==> src/rtl/imem_pkg.sv <==
// Shared definitions for the parametrised instruction-memory bank:
// FSM state encoding, boot image table and sizing helper.
package imem_pkg;

    typedef enum logic {
        LOAD = 1'b0,
        RUN  = 1'b1
    } state_t;

    // Widest word / address the image table can describe.
    localparam int MAX_W  = 64;
    localparam int MAX_AW = 16;

    // Image 1: small i281 demo program, repeats every 16 words on larger banks.
    localparam logic [15:0] IMAGE1 [16] = '{
        16'h8100, 16'h8201, 16'h2412, 16'h9300,
        16'hA003, 16'h3C12, 16'hD805, 16'hE402,
        16'h4507, 16'h1B2C, 16'hC0DE, 16'h7F01,
        16'h5A5A, 16'h6E0F, 16'hF00D, 16'h0FF0
    };

    function automatic int depth_of(input int addr_w);
        return 1 << addr_w;
    endfunction

    // Image 0 is all zeros; image 2 stores each word's own address.
    function automatic logic [MAX_W-1:0] image_word(input int sel,
                                                    input logic [MAX_AW-1:0] addr);
        logic [MAX_W-1:0] word;
        word = '0;
        case (sel)
            1:       word = MAX_W'(IMAGE1[addr[3:0]]);
            2:       word = MAX_W'(addr);
            default: word = '0;
        endcase
        return word;
    endfunction

endpackage

==> src/rtl/imem_init_rom.sv <==
// Combinational boot-image lookup: address -> image word for the selected
// program image.
module imem_init_rom
    import imem_pkg::*;
#(
    parameter int ADDR_W   = 4,
    parameter int WIDTH    = 16,
    parameter int INIT_SEL = 0
) (
    input  logic [ADDR_W-1:0] addr,
    output logic [WIDTH-1:0]  word
);

    assign word = WIDTH'(image_word(INIT_SEL, MAX_AW'(addr)));

endmodule

==> src/rtl/imem_bank_param.sv <==
// Parametrised instruction-memory bank: boot loader copies an image in one
// word per cycle, then a valid/ready port programs single words.
module imem_bank_param
    import imem_pkg::*;
#(
    parameter int WIDTH    = 16,
    parameter int ADDR_W   = 4,
    parameter int INIT_SEL = 0
) (
    input  logic              CLOCK,
    input  logic              RESET,
    input  logic [ADDR_W-1:0] READ_SELECT,
    output logic [WIDTH-1:0]  IMEM_OUTPUT,
    input  logic [ADDR_W-1:0] WRITE_SELECT,
    input  logic [WIDTH-1:0]  IMEM_INPUT,
    input  logic              WRITE_VALID,
    output logic              WRITE_READY,
    input  logic              RELOAD,
    output logic              BUSY,
    output logic              LOAD_DONE
);

    localparam int                DEPTH = depth_of(ADDR_W);
    localparam logic [ADDR_W-1:0] LAST  = ADDR_W'(DEPTH - 1);

    logic [WIDTH-1:0]  mem [DEPTH];
    state_t            state, state_nx;
    logic [ADDR_W-1:0] load_cnt;
    logic              load_done_q;
    logic [WIDTH-1:0]  rom_word;
    logic              write_fire;
    logic              load_last;

    imem_init_rom #(
        .ADDR_W   (ADDR_W),
        .WIDTH    (WIDTH),
        .INIT_SEL (INIT_SEL)
    ) u_rom (
        .addr (load_cnt),
        .word (rom_word)
    );

    // Handshake: a word is written only on an edge where WRITE_VALID and
    // WRITE_READY are both high; READY drops combinationally with RELOAD so a
    // write racing a reload request never lands.
    assign BUSY        = (state == LOAD);
    assign WRITE_READY = (state == RUN) & ~RELOAD;
    assign write_fire  = WRITE_VALID & WRITE_READY;
    assign load_last   = (state == LOAD) && (load_cnt == LAST);
    assign IMEM_OUTPUT = mem[READ_SELECT];
    assign LOAD_DONE   = load_done_q;

    always_comb begin
        state_nx = state;
        case (state)
            LOAD:    if (load_cnt == LAST) state_nx = RUN;
            RUN:     if (RELOAD) state_nx = LOAD;
            default: state_nx = LOAD;
        endcase
    end

    always_ff @(posedge CLOCK) begin
        if (RESET) begin
            state       <= LOAD;
            load_cnt    <= '0;
            load_done_q <= 1'b0;
        end else begin
            state       <= state_nx;
            load_done_q <= load_last;
            if (state == LOAD) begin
                load_cnt <= load_last ? '0 : load_cnt + 1'b1;
            end else if (RELOAD) begin
                load_cnt <= '0;
            end
        end
    end

    always_ff @(posedge CLOCK) begin
        if (RESET) begin
            for (int i = 0; i < DEPTH; i++) begin
                mem[i] <= '0;
            end
        end else if (state == LOAD) begin
            mem[load_cnt] <= rom_word;
        end else if (write_fire) begin
            mem[WRITE_SELECT] <= IMEM_INPUT;
        end
    end

endmodule

==> config.mk <==
export PLATFORM = sky130hd
export DESIGN_NAME = imem_bank_param
export DESIGN_NICKNAME = d
export VERILOG_FILES = /design/src/rtl/imem_pkg.sv /design/src/rtl/imem_init_rom.sv /design/src/rtl/imem_bank_param.sv
export SDC_FILE = /design/constraint.sdc
export NUM_CORES = 1
export LEC_CHECK = 0
export BUFFER_PORTS_ARGS = -buffer_cell sky130_fd_sc_hd__buf_2
export CAP_MARGIN = 20
export CORE_MARGIN = 5
export CORE_UTILIZATION = 31
export CTS_CLUSTER_DIAMETER = 200
export DETAILED_ROUTE_END_ITERATION = 10
export SYNTH_ARGS = -nofsm -noshare
export SYNTH_HDL_FRONTEND = slang
export SYNTH_HIERARCHICAL = 1
export SYNTH_SLANG_ARGS = --single-unit
==> constraint.sdc <==
create_clock -name CLOCK -period 3.5 [get_ports CLOCK]
set_input_delay 0.35 -clock CLOCK [delete_from_list [all_inputs] [get_ports CLOCK]]
set_output_delay 0.35 -clock CLOCK [all_outputs]
set_load 0.005 [all_outputs]
==> results of run 1 <==
-- synth_stat cells --
master	number	area, sq um
nor4bb_1	3	30.0
mux2i_1	10	100
buf_2	37	185
a21oi_1	2	10.0
and4b_1	1	10.0
nor2b_1	8	50.1
nor2_1	9	33.8
nor4_2	117	1460
conb_1	1	3.75
o211a_1	1	10.0
clkbuf_1	61	229
and2_1	1	6.26
buf_4	26	195
a31oi_1	2	12.5
buf_8	1	15.0
nor4_1	139	870
mux4_2	64	1440
edfxtp_1	256	7690
mux2_4	2	30.0
buf_1	9	33.8
o21ai_0	2	10.0
dfxtp_1	6	120
mux2i_2	11	151
ha_1	1	12.5
buf_6	9	101
o21ai_1	3	15.0
nand3b_1	1	7.51
inv_1	3	11.3
nand3_1	2	10.0
o21a_1	1	7.51
o31ai_1	16	120
nor3_1	1	5.00
a22oi_1	33	248
nand2_1	19	71.3
a21o_1	1	7.51
-- per-layer routing --
layer  routed length [um]  up-vias  track usage [%]  share of wire [%]
li1                     -     3620                -                  -
met1                14600     4259             20.3                 42
met2                17400      281             24.6                 50
met3                 2050       48             1.79                5.8
met4                  944        0             3.83                2.7
met5                    0        -                0                  0
-- stage by stage --
stage | instances | instance area [sq um] | worst slack, ps
floorplan | 874 | 13400 | 162
global placement | 1388 | 14400 | 558
detailed placement | 1390 | 14500 | 519
CTS | 1440 | 15300 | 521
global route | 1440 | 15300 | 334
finish | 1440 | 15300 | 523
-- cells in the final DEF, fill, tap and decap left out, types with 8 or more instances in the layout --
cell,n
clkbuf_16,29
clkbuf_1,9
nand2_1,19
nor2b_1,8
conb_1,16
nor4_1,139
nor4_2,117
edfxtp_1,256
mux2i_2,10
nor2_1,9
clkinv_1,10
buf_4,59
a22oi_1,33
mux4_2,64
buf_2,45
o31ai_4,16
-- power by group --
part | internal, mW | leakage (nW) | switching [mW]
Clock | 1.50 | 0.390 | 1.19
Sequential | 3.59 | 2.70 | 0.0461
Combinational | 0.283 | 1.50 | 0.617
-- area by class of cell --
class | instances | area, sq um | area share, %
sequential | 262 | 7810 | 51.1
multi-input combinational | 466 | 5120 | 33.5
timing repair buffer | 113 | 847 | 5.54
clock buffer | 38 | 759 | 4.97
tap | 546 | 683 | 4.47
clock inverter | 12 | 51.3 | 0.336
inverter | 3 | 11.3 | 0.0737
-- logic make-up (layout without fill, tap and decap cells) --
family,Yosys count,in the layout
flops,262,262
simple gates,301,301
buf+inv,146,166
fa+ha+maj,1,1
compound gates,61,61
other cells,1,16
mux,87,87
-- worst paths after layout --
check | end | slack [ps] | depth (start not counted)
min | load_cnt[1]$_SDFFE_PP0P_ | 80 | 2
min reg2reg | load_cnt[2]$_SDFFE_PP0P_ | 600 | 2
max reg2reg | mem[5][11]$_SDFFCE_PN0P_ | 520 | 5
max | mem[5][11]$_SDFFCE_PN0P_ | 520 | 5
-- flip-flops by register name, indices dropped and copies added, names as in the netlist --
signal and flops:
LOAD_DONE 1, state 1, load_cnt 4, mem 256
==> summary.txt, run 1 <==
outcome: complete, no violations
Die Width: 217 um
final-report hold violation count: 0
overall power: 7.22 mW
Core Footprint: 0.0428 sq mm
cell chosen for the clock root: clkbuf_16
post-route ant nets: 0
average wire per standard cell: 24.3 um
weighted congestion reported at the end of routability-driven placement: 0.815
CP top delay family: compound AO/OA/AOI/OAI gates
vias in the first global route: 8325
clock skew after layout: 6.77 ps
worst-case headroom to the max-slew limit: 29.9%
CTS clock-pin slew for the worst setup and hold paths: 60 ps
post-synthesis sequential area ratio: 58.6%
Remaining DRCs: 0
crit-path max FO: 17
max-cap violation count: 0
source of the critical timing path: state$_SDFF_PP0_
total count of max-transition violations in the final report: 0
flip-flop and latch count after synthesis: 262
overall via count from detail_route: 8208
wire length of the first global-routing pass: 53.7 mm
total wirelength of the detailed-routed design: 35.1 mm
reported leakage power: 4.59 nW
setup-violating endpoint count in the final report: 0
VDD IR max: 0.000407 V
quantity of I/O buffers inserted on ports: 46
unrepaired setup endpoints after global routing: false
Critical Path Source Type: flop
initial core utilization: 31.1%
detailed-routing iteration count for the pre-antenna-repair pass: 6
dominant combinational cell family by area after synthesis: simple AND/OR/NAND/NOR gates
Post-Synth XOR/XNOR Area: 0%
Initial DRC Count: 682
total standard cell area after synthesis: 0.0133 sq mm
biggest cell delay along the critical path: 830 ps
CTS Sinks: 262
maximum buffer depth of the clock tree: 3
Max Clock Freq: 0.336 GHz
slew at the pin closest to its max-slew limit: 1050 ps
hold wc startpoint: RESET
die area: 0.0472 sq mm
r2r startpoint: state$_SDFF_PP0_
total global routing track utilization: 14.6%
endpoint type of the worst setup path: flop
fraction of final layout cells sized beyond drive strength 1: 40.6%
layout overhead on the synthesized area: 14.8%
CTS resizes: 0
CP most frequent cell: buf_4
min Tclk post-route: 2980 ps
post-synthesis cell count: 859
Crit-path slowest cell: o31ai_4
filler cell count in the final layout: 4065
half-perimeter wire length of the detailed placement result: 22.7 mm
clock tree from TritonCTS: yes
cell chain of the critical path: nor4bb_4, buf_4, buf_4, mux2i_4, o31ai_4
synthesis warning total: 6
number of setup buffers added after CTS: 0
final period utilization: 85.0%
fraction of synthesized area in multiplexers: 12.9%
post-layout utilization of the core: 35.7%
number of inserted diodes: 0
area share of and/or/nand/nor cells after synthesis: 19.2%
Crit Path Class: flop to flop
tightest hold margin: 79.7 ps
CTS H-tree lvls: 1
Final #Nets: 903
worst endpoint data arrival time: 3140 ps
source-to-sink clock delay at the later pin of the worst-skew pair: 540 ps
number of distinct library cells after synthesis: 35
count of buffer and inverter cells on the critical path: 2
total negative setup slack: 0 ps
Synth Area in Adders: 0.0940%
quantity of hold-fixing buffers added after cts: 0
number of clock buffers inserted by TritonCTS: 28
Chip Height: 217 um
path class of the lowest-slack min-delay path: input pin to flop
post-synthesis compound-gate area fraction: 3.31%
routed vias/inst: 5.70
power per cell area: 473 mW/mm^2
average instance area after synthesis: 15.5 sq um
Rows: 76
pin count of the biggest net entering global routing: 81
grt total ovfl: 0
initial antenna violation count: 0
WP data required: 3660 ps
I/O pins: 47
Note: power is estimated with default switching activity, not from simulation.
==> inputs of run 2 (changes only) <==
ABC_AREA = 1   (was unset)
GPL_TIMING_DRIVEN = 0   (was unset)
==> summary.txt, run 2 <==
weighted congestion reported at the end of routability-driven placement: 0.935 (+15%)
CTS clock-pin slew for the worst setup and hold paths: 50 ps (about the same)
endpoint type of the worst setup path: output port
total global routing track utilization: 19.1% (+4.4 points)
min Tclk post-route: 3160 ps (+184 ps)
outcome: complete, no violations
Rows: 78 (+2.6%)
count of placed standard cells in the final layout, fillers left out: 2015 (+40%)
slew at the pin closest to its max-slew limit: 1070 ps (+19.1 ps)
Die Width: 224 um (+3.1%)
registers with the most flip-flops: mem: 256 flops, load_cnt: 4 flops
overall power: 7.67 mW (+6.1%)
setup slack at placement: 460 ps (-59.2 ps)
sequential cell fraction of total power: 47.3% (-3.0 points)
post-synthesis compound-gate area fraction: 10.2% (+6.9 points)
cell chosen for the clock root: clkbuf_16
Max Clock Freq: 0.316 GHz (-5.8%)
dominant combinational cell family by area after synthesis: simple AND/OR/NAND/NOR gates
CTS resizes: 0 (unchanged)
synthesis warning total: 6 (unchanged)
total standard cell area after synthesis: 0.0142 sq mm (+6.7%)
power per cell area: 472 mW/mm^2 (-0.23%)
post-layout utilization of the core: 35.8% (+0.12 points)
Chip Height: 224 um (+3.1%)
vias in the first global route: 10.7k (+28%)
Core Footprint: 0.0454 sq mm (+6.1%)
number of inserted diodes: 0 (unchanged)
path class of the lowest-slack min-delay path: input pin to flop
Initial DRC Count: 1125 (+65%)
unrepaired setup endpoints after global routing: false
NetSw: 2.08 mW (+12%)
Critical Path Source Type: input pin
leading cell types by total area after synthesis: edfxtp_1 54%, nor3_2 11%, o211ai_1 4.6%
async set-reset flop share out of synthesis: 0% (unchanged)
minimum setup slack in the final design: 339 ps (-184 ps)
Post-Synth XOR/XNOR Area: 0% (unchanged)
number of setup buffers added after CTS: 0 (unchanged)
WP data required: 3150 ps (-510 ps)
top register by number of flip-flops: mem
Synth Area in Adders: 0.0881% (-0.0059 points)
setup-violating endpoint count in the final report: 0 (unchanged)
crit-path max FO: 10 (-7)
area share of and/or/nand/nor cells after synthesis: 24.3% (+5.1 points)
detailed-routing iteration count for the pre-antenna-repair pass: 6 (unchanged)
final std cell area, no fill: 0.0163 sq mm (+6.4%)
final period utilization: 90.3% (+5.3 points)
source-to-sink clock delay at the later pin of the worst-skew pair: 570 ps (+30 ps)
most frequent cell after synthesis: edfxtp_1
Internal Power: 5.59 mW (+4.0%)
initial core utilization: 31.3% (+0.19 points)
most frequent standard cell in the layout excluding fill and tap cells: edfxtp_1
clock tree from TritonCTS: yes
post-route ant nets: 0 (unchanged)
initial antenna violation count: 0 (unchanged)
average instance area after synthesis: 11.0 sq um (-29%)
average wire per standard cell: 24.3 um (about the same)
post-synthesis sequential area ratio: 54.9% (-3.7 points)
quantity of hold-fixing buffers added after cts: 0 (unchanged)
final-report hold violation count: 0 (unchanged)
total wirelength of the detailed-routed design: 49.0 mm (+40%)
maximum buffer depth of the clock tree: 3 (unchanged)
CTS Sinks: 262 (unchanged)
top library cells by usage in the layout, fill and taps aside: 256 x edfxtp_1, 163 x nor3_2, 155 x inv_1, 121 x nand2_1, 105 x nand3_1
tightest hold margin: 52.3 ps (-27.4 ps)
pin count of the biggest net entering global routing: 17 (-79%)
total negative setup slack: 0 ps (unchanged)
Switching Share: 27.1% (+1.5 points)
reported leakage power: 5.63 nW (+22%)
cell types with the highest counts after synthesis: 256 x edfxtp_1, 163 x nor3_2, 155 x inv_1
total count of max-transition violations in the final report: 0 (unchanged)
Final #Nets: 1423 (+58%)
Post-Place Cells: 1962 (+41%)
library cell occupying the most area in the post-synthesis netlist: edfxtp_1
relative contribution of combinational cells to total power: 13.1% (+0.6 points)
number of distinct library cells after synthesis: 28 (-20%)
overall via count from detail_route: 10.7k (+31%)
quantity of I/O buffers inserted on ports: 42 (-8.7%)
flip-flop and latch count after synthesis: 262 (unchanged)
I/O pins: 47 (unchanged)
fraction of synthesized area in multiplexers: 0% (-13 points)
area share of the largest cell type after synthesis: 54.1% (-3.6 points)
layout overhead on the synthesized area: 14.4%
number of flip-flops in the largest register: 256 (unchanged)
routed vias/inst: 5.32 (-6.6%)
die area: 0.0502 sq mm (+6.4%)
grt total ovfl: 0 (unchanged)
worst endpoint data arrival time: 2810 ps (-330 ps)
number of clock buffers inserted by TritonCTS: 30 (+7.1%)
clock skew after layout: 24.5 ps (+17.8 ps)
half-perimeter wire length of the detailed placement result: 35.3 mm (+56%)
worst-case headroom to the max-slew limit: 28.9% (-1.0 points)
post-synthesis cell count: 1295 (+51%)
Crit Path Class: input pin to output port
fraction of final layout cells sized beyond drive strength 1: 29.0% (-12 points)
ys flop type: edfxtp_1
part of the total power dissipated in the clock network: 39.5% (+2.2 points)
CTS H-tree lvls: 1 (unchanged)
number of synthesized flops with an enable pin: 256 (unchanged)
cell area after placement: 0.0153 sq mm (+6.0%)
wire length of the first global-routing pass: 70.9 mm (+32%)
max-cap violation count: 0 (unchanged)
VDD IR max: 0.000423 V (+4.0%)
Remaining DRCs: 0 (unchanged)
==> run 2: cell count changes in the layout (fill, tap and decap cells not counted), sizes merged, moves of 33 or more <==
cell    delta
a21oi     +41
nand2    +130
nand3    +110
nor3     +255
inv      +154
o211ai    +87
mux4      -64
a22oi     -33
buf       +47
nor4     -256
o21ai     +71
clkbuf    +35
==> run 2: final cells by class <==
class                   instances  area [sq um]
fillers                      4488         29100
flip-flops and latches        262          7810
multi-input cells             749          4990
plain buffers                 143           905
clock buffers                  38           802
well taps                     600           751
inverters                     156           586
repair buffers                 52           300
clock inverters                15           118
==> run 2: layer usage <==
| metal | up-vias | routed length, um | track usage, % |
|---|---|---|---|
| li1 | 4743 | - | - |
| met1 | 5300 | 18800 | 24.4 |
| met2 | 554 | 23000 | 31.8 |
| met3 | 130 | 5010 | 4.63 |
| met4 | 0 | 2230 | 6.34 |
| met5 | - | 0 | 0 |
==> run 2: worst paths after layout <==
check             cells past startpoint                      from  slack, ps                  endpoint
setup reg to reg                      9          state$_SDFF_PP0_        890  mem[13][3]$_SDFFCE_PN0P_
hold reg to reg                       2  load_cnt[2]$_SDFFE_PP0P_        540  load_cnt[2]$_SDFFE_PP0P_
setup / recovery                      8            READ_SELECT[1]        340            IMEM_OUTPUT[1]
hold / removal                        2                     RESET         50      LOAD_DONE$_SDFF_PP0_
==> run 2: worst max-delay path, cell delays in order <==
cell and delay, ps:
buf_2 160, clkbuf_1 460, clkbuf_1 850, o211ai_1 290, nand3_1 240, nand3_1 100
nand2_1 190, buf_2 150
==> run 2: logic make-up (layout without fill, tap and decap cells) <==
| family | after synthesis | in the layout |
|---|---|---|
| and+or+nand+nor | 523 | 523 |
| buffers and inverters | 299 | 404 |
| DFF | 262 | 262 |
| AOI/OAI and AO/OA | 209 | 209 |
| adders and majority gates | 1 | 1 |
| other | 1 | 16 |
==> run 2: power groups by stage <==
stage	sequential (mW)	clock, mW	combinational (mW)
after floorplan	3.69	0	0.586
after global placement	3.70	0	0.960
after detailed placement	3.69	0	0.990
after CTS	3.63	3.03	0.991
after global routing	3.64	3.17	1.06
final	3.63	3.03	1.01
